$ cat config.mk
export PLATFORM = sky130hd
export DESIGN_NAME = wb_writer
export DESIGN_NICKNAME = d
export VERILOG_FILES = /design/src/rtl/wb_pkg.sv /design/src/rtl/wb_queue.sv /design/src/rtl/wb_writer.sv
export SDC_FILE = /design/constraint.sdc
export NUM_CORES = 1
export LEC_CHECK = 0
export CAP_MARGIN = 10
export CELL_PAD_IN_SITES_DETAIL_PLACEMENT = 0
export CELL_PAD_IN_SITES_GLOBAL_PLACEMENT = 1
export CORE_MARGIN = 4
export CORE_UTILIZATION = 40
export CTS_CLUSTER_SIZE = 24
export DETAILED_ROUTE_END_ITERATION = 7
export HOLD_SLACK_MARGIN = 0.15
export PLACE_DENSITY = 0.85
export SYNTH_ARGS = -nofsm -noshare
export SYNTH_HDL_FRONTEND = slang
export SYNTH_SLANG_ARGS = --single-unit
$ cat constraint.sdc
create_clock -name clk -period 6.5 [get_ports clk]
set_input_delay 1.3 -clock clk [delete_from_list [all_inputs] [get_ports clk]]
set_output_delay 1.3 -clock clk [all_outputs]
set_load 0.02 [all_outputs]
$ cat src/rtl/wb_pkg.sv
// Shared types for the write-back writer: default widths and the queued entry format.
// Build option WB_BYPASS_EN (see wb_writer) adds forwarding of queued values to ID.
package wb_pkg;

  localparam int WB_ADDR_W = 5;
  localparam int WB_DATA_W = 32;

  typedef struct packed {
    logic [WB_ADDR_W-1:0] rd;
    logic [WB_DATA_W-1:0] data;
  } wb_entry_t;

endpackage

$ cat src/rtl/wb_queue.sv
// Circular FIFO of pending register writes; caller never pushes when full or pops when empty.
// With WB_BYPASS_EN the storage and read pointer are exported for the forwarding compare.
module wb_queue
  import wb_pkg::*;
#(
  parameter int DEPTH = 2
) (
  input  logic                     clk,
  input  logic                     rst,
  input  logic                     push,
  input  wb_entry_t                push_entry,
  input  logic                     pop,
  output wb_entry_t                head,
  output logic [$clog2(DEPTH):0]   count
`ifdef WB_BYPASS_EN
  ,
  output wb_entry_t                entries [DEPTH],
  output logic [$clog2(DEPTH)-1:0] oldest
`endif
);

  localparam int PTR_W = $clog2(DEPTH);

  wb_entry_t        mem [DEPTH];
  logic [PTR_W-1:0] rd_ptr;
  logic [PTR_W-1:0] wr_ptr;

  // DEPTH is a power of two, so pointers wrap by plain overflow.
  always_ff @(posedge clk) begin
    if (rst) begin
      rd_ptr <= '0;
      wr_ptr <= '0;
      count  <= '0;
    end else begin
      if (push) wr_ptr <= wr_ptr + 1'b1;
      if (pop)  rd_ptr <= rd_ptr + 1'b1;
      case ({push, pop})
        2'b10:   count <= count + 1'b1;
        2'b01:   count <= count - 1'b1;
        default: count <= count;
      endcase
    end
  end

  always_ff @(posedge clk) begin
    if (push) mem[wr_ptr] <= push_entry;
  end

  assign head = mem[rd_ptr];

`ifdef WB_BYPASS_EN
  assign entries = mem;
  assign oldest  = rd_ptr;
`endif

endmodule

$ cat src/rtl/wb_writer.sv
// Write-back driver: filters retiring results, queues them, and drains one register write per cycle.
// Define WB_BYPASS_EN to add ReadRegister1/2 forwarding from queued and in-flight writes.
module wb_writer
  import wb_pkg::*;
#(
  parameter int ADDR_W = WB_ADDR_W,
  parameter int DATA_W = WB_DATA_W,
  parameter int DEPTH  = 2
) (
  input  logic                   clk,
  input  logic                   rst,
  input  logic                   InValid,
  output logic                   InReady,
  input  logic                   InRegWrite,
  input  logic [ADDR_W-1:0]      InRd,
  input  logic [DATA_W-1:0]      InData,
  input  logic                   WbStall,
  output logic                   RegWrite,
  output logic [ADDR_W-1:0]      WriteRegister,
  output logic [DATA_W-1:0]      WriteData,
  output logic [$clog2(DEPTH):0] QueueCount
`ifdef WB_BYPASS_EN
  ,
  input  logic [ADDR_W-1:0]      ReadRegister1,
  input  logic [ADDR_W-1:0]      ReadRegister2,
  output logic                   Fwd1Hit,
  output logic                   Fwd2Hit,
  output logic [DATA_W-1:0]      Fwd1Data,
  output logic [DATA_W-1:0]      Fwd2Data
`endif
);

  localparam int PTR_W = $clog2(DEPTH);
  localparam int CNT_W = PTR_W + 1;

  logic      accept;
  logic      push;
  logic      pop;
  wb_entry_t push_entry;
  wb_entry_t head;

`ifdef WB_BYPASS_EN
  wb_entry_t        entries [DEPTH];
  logic [PTR_W-1:0] oldest;
`endif

  // Ready depends on occupancy alone, so a full queue never takes a push alongside a pop.
  assign InReady = (QueueCount < CNT_W'(DEPTH));
  assign accept  = InValid && InReady;
  // Non-writing results and x0 targets complete the handshake but are never queued.
  assign push    = accept && InRegWrite && (InRd != '0);
  assign pop     = !WbStall && (QueueCount != '0);

  assign push_entry.rd   = InRd;
  assign push_entry.data = InData;

  wb_queue #(
    .DEPTH(DEPTH)
  ) u_queue (
    .clk        (clk),
    .rst        (rst),
    .push       (push),
    .push_entry (push_entry),
    .pop        (pop),
    .head       (head),
    .count      (QueueCount)
`ifdef WB_BYPASS_EN
    ,
    .entries    (entries),
    .oldest     (oldest)
`endif
  );

  always_ff @(posedge clk) begin
    if (rst) begin
      RegWrite      <= 1'b0;
      WriteRegister <= '0;
      WriteData     <= '0;
    end else if (pop) begin
      RegWrite      <= 1'b1;
      WriteRegister <= head.rd;
      WriteData     <= head.data;
    end else begin
      RegWrite      <= 1'b0;
    end
  end

`ifdef WB_BYPASS_EN
  // Scan oldest to youngest so the youngest match overrides; output register is the fallback.
  function automatic logic [DATA_W:0] lookup(input logic [ADDR_W-1:0] rs);
    logic [DATA_W:0]  res;
    logic [PTR_W-1:0] idx;
    res = '0;
    if (rs != '0) begin
      if (RegWrite && (WriteRegister == rs)) res = {1'b1, WriteData};
      for (int k = 0; k < DEPTH; k++) begin
        idx = oldest + PTR_W'(k);
        if ((CNT_W'(k) < QueueCount) && (entries[idx].rd == rs))
          res = {1'b1, entries[idx].data};
      end
    end
    return res;
  endfunction

  always_comb begin
    {Fwd1Hit, Fwd1Data} = lookup(ReadRegister1);
    {Fwd2Hit, Fwd2Data} = lookup(ReadRegister2);
  end
`endif

endmodule

==> results_dict.tcl <==
set metrics [dict create \
    cts_tree "done" \
    routabilityCongestion 0.6637 \
    fin_nets 395 \
    hp-class "reg2reg" \
    max-vdd-ir-drop_mv 0.1794 \
    cp_max_fo 37 \
    clk_pin_slew_worst_paths_ps 50 \
    post_cts_resized 0 \
    rr_worst_depth 4 \
    antenna_found_initial 0 \
    syn_avg_cell_area_um2 15.98 \
    synth_cells 267 \
    dp_cells 469 \
    start_util 0.4113 \
    h-tree-depth 4 \
    hold_viol 0 \
    min_from "WriteData[26]" \
    finish.utilization 0.5515 \
    stdcell_count 501 \
    timing.rr.start "u_queue.count[0]" \
    swShare 0.2834 \
    report.final.setup_viol 0 \
    crit_family "simple AND/OR/NAND/NOR gates" \
    area_growth_pct 34.09 \
    dr.pass1.iters 4 \
    power_frac_comb 0.244 \
    drtIter0Drc 45 \
    ys_seq_area_frac 0.7181 \
    seqCellArea_um2 3064 \
    synth_edf_count 74 \
    portBuffers 82 \
    yosysUniqueCellTypes 23 \
    cts_setup_buffers 0 \
    powerDensity_nw_per_um2 425.3 \
    dieHeight_um 111.3 \
    syn_nets 310 \
    startpoint_type "input port" \
    diodes 0 \
    grt_use_total 0.1285 \
    cp_slowest_cell "nor2_4" \
    min_to "WriteData[26]" \
    crit_buf_inv 2 \
    p_seq_frac 0.396 \
    cp_num_cells 5 \
    grt-ovfl-total 0 \
    drtAntennaViolNets 0 \
    ys_ff_latch 116 \
    grt_max_degree 78 \
    reg2reg_slack_ps 4180 \
    clk_latency_ps 500 \
    p_int_w 0.001743 \
    hpwl_um 4611 \
    grt_pass1_wl_um 12310 \
    wl_per_cell_um 15.25 \
    max_stage_delay_ps 860 \
    yosysWarnings 0 \
    fmax_mhz 313.9 \
    clock_sinks 116 \
    period_minus_slack_ps 3186 \
    rsz0062_at_grt "false" \
    path_cells "clkdlybuf4s50_1, nor3_1, a211oi_1, inv_1, nor2_4" \
    routed_wl_um 7641 \
    cts_hold_buffers 0 \
    drive_gt1_frac 0.1808 \
    criticalPathCategory "in2reg" \
    cts_made_buffers 17 \
    rows 37 \
    power_switching_w 0.0006893 \
    max_slew.worst_pin.slew_ps 1106 \
    vias 2350 \
    ctsRootBufferMaster "clkbuf_8" \
    status "finished clean" \
    p_leak_nw 1.845 \
    synthArstFlopShare 0 \
    setup-tns-final_ps 0 \
    die_area_um2 12380 \
    hold_depth 2 \
    core_area_um2 10370 \
    max_slew_margin 0.2612 \
    route.detailed.drc 0 \
    fill_cells 851 \
    grt_pass1_vias 2449 \
    reg2reg_to "u_queue.count[1]" \
    die_x_um 111.3 \
    crit_required_ps 6610 \
    end_kind "register" \
    fin_worst_skew_ps 10.86 \
    multi_input_area_um2 1077 \
    fin_crit_sh 0.4901 \
    power_frac_clock 0.360 \
    pin_count 83 \
    finalMaxSlewViolations 0 \
    viasPerCell 4.691 \
    synth_flop_cell "edfxtp_1" \
    crit_arrival_ps 3290 \
    clk_path_buf_depth 2 \
    syn_area_um2 4265 \
    cap_violations 0 \
]
[power groups by stage]
stage | logic [W] | registers (W) | clock network (W)
detailed placement | 0.000601 | 0.000978 | 0
global route | 0.000644 | 0.000977 | 0.000930
finish | 0.000594 | 0.000962 | 0.000876
global placement | 0.000592 | 0.000975 | 0
CTS | 0.000606 | 0.000966 | 0.000893
floorplan | 0.000336 | 0.00104 | 0
[cells in the final DEF, fill, tap and decap left out, types with 2 or more instances in the layout]
master           count
clkdlybuf4s50_1     81
edfxtp_1            74
dfxtp_1             41
nor2_1              41
mux2i_1             37
a211oi_2            29
clkbuf_16           16
a211oi_1             9
clkbuf_8             4
clkinv_2             4
clkinvlp_4           3
inv_1                2
nor2b_1              2
xnor2_1              2
clkbuf_1             2
bufinv_16            2
buf_4                2
[layer usage]
metal  vias to the layer above  track usage  part of all wire
li1                       1169            -                 -
met1                      1109       0.1547              0.44
met2                        60       0.2079              0.50
met3                        12      0.05240             0.049
met4                         0      0.04623             0.012
met5                         -            0                 0
[how the worst max path moves through the flow]
stage | to | start | slack, ps
5_1_grt | u_queue.mem[0][24] | InRd[2] | 3160
3_5_place_dp | u_queue.mem[0][28] | InRd[2] | 2760
2_1_floorplan | u_queue.mem[0][0] | InRd[1] | 2740
6_report | u_queue.mem[0][17] | InRd[1] | 3310
4_1_cts | u_queue.mem[0][24] | InRd[1] | 3260
3_3_place_gp | u_queue.mem[0][18] | InRd[2] | 2840
[cells by family (layout without fill, tap and decap cells)]
kind of cell             count (synthesis)  count (layout)  synth area share
adder cells (fa/ha/maj)                  1               1          0.002933
buffers and inverters                   20             118           0.03285
XOR/XNOR                                 3               3          0.006161
multiplexers                            38              38           0.08947
AO/OA/AOI/OAI                           41              41            0.1056
flip-flops                             116             116            0.7181
AND/OR/NAND/NOR                         48              48           0.04488
[registers in the layout, indices dropped and copies added, names as in the netlist]
signal	cells
RegWrite	1
WriteData	32
WriteRegister	5
u_queue.count	2
u_queue.mem	74
u_queue.rd_ptr	1
u_queue.wr_ptr	1
[through the flow]
step                setup WS, ps  instance area [um2]  hold slack, ps  total power (W)
floorplan                   2745                 4265           544.9         0.001376
global placement            2839                 5150           495.9         0.001567
detailed placement          2763                 5150           495.2         0.001580
CTS                         3264                 5719           503.0         0.002464
global route                3160                 5719           538.2         0.002551
finish                      3314                 5719           499.3         0.002432
[Yosys cell counts, drive strengths merged (2+ instances only)]
cell type | instances | share of area
edfxtp | 74 | 0.52
dfxtp | 42 | 0.20
nor2 | 42 | 0.037
a211oi | 38 | 0.10
mux2i | 37 | 0.087
buf | 14 | 0.028
clkbuf | 4 | 0.0035
inv | 2 | 0.0018
nor2b | 2 | 0.0029
xnor2 | 2 | 0.0041
[worst register-to-register path: stages (launching register included)]
cell and delay (ps):
dfxtp_1 440, o21ba_4 890, ha_1 420, or3_1 350, a21oi_1 150
[layout make-up]
| class | count | area share |
|---|---|---|
| clock inverters | 10 | 0.01860 |
| repair buffers | 84 | 0.1453 |
| inverters | 2 | 0.001313 |
| well taps | 136 | 0.02975 |
| clock buffers | 22 | 0.08095 |
| multi-input cells | 131 | 0.1884 |
| flip-flops and latches | 116 | 0.5358 |
Power figures use the tool's default switching activity.
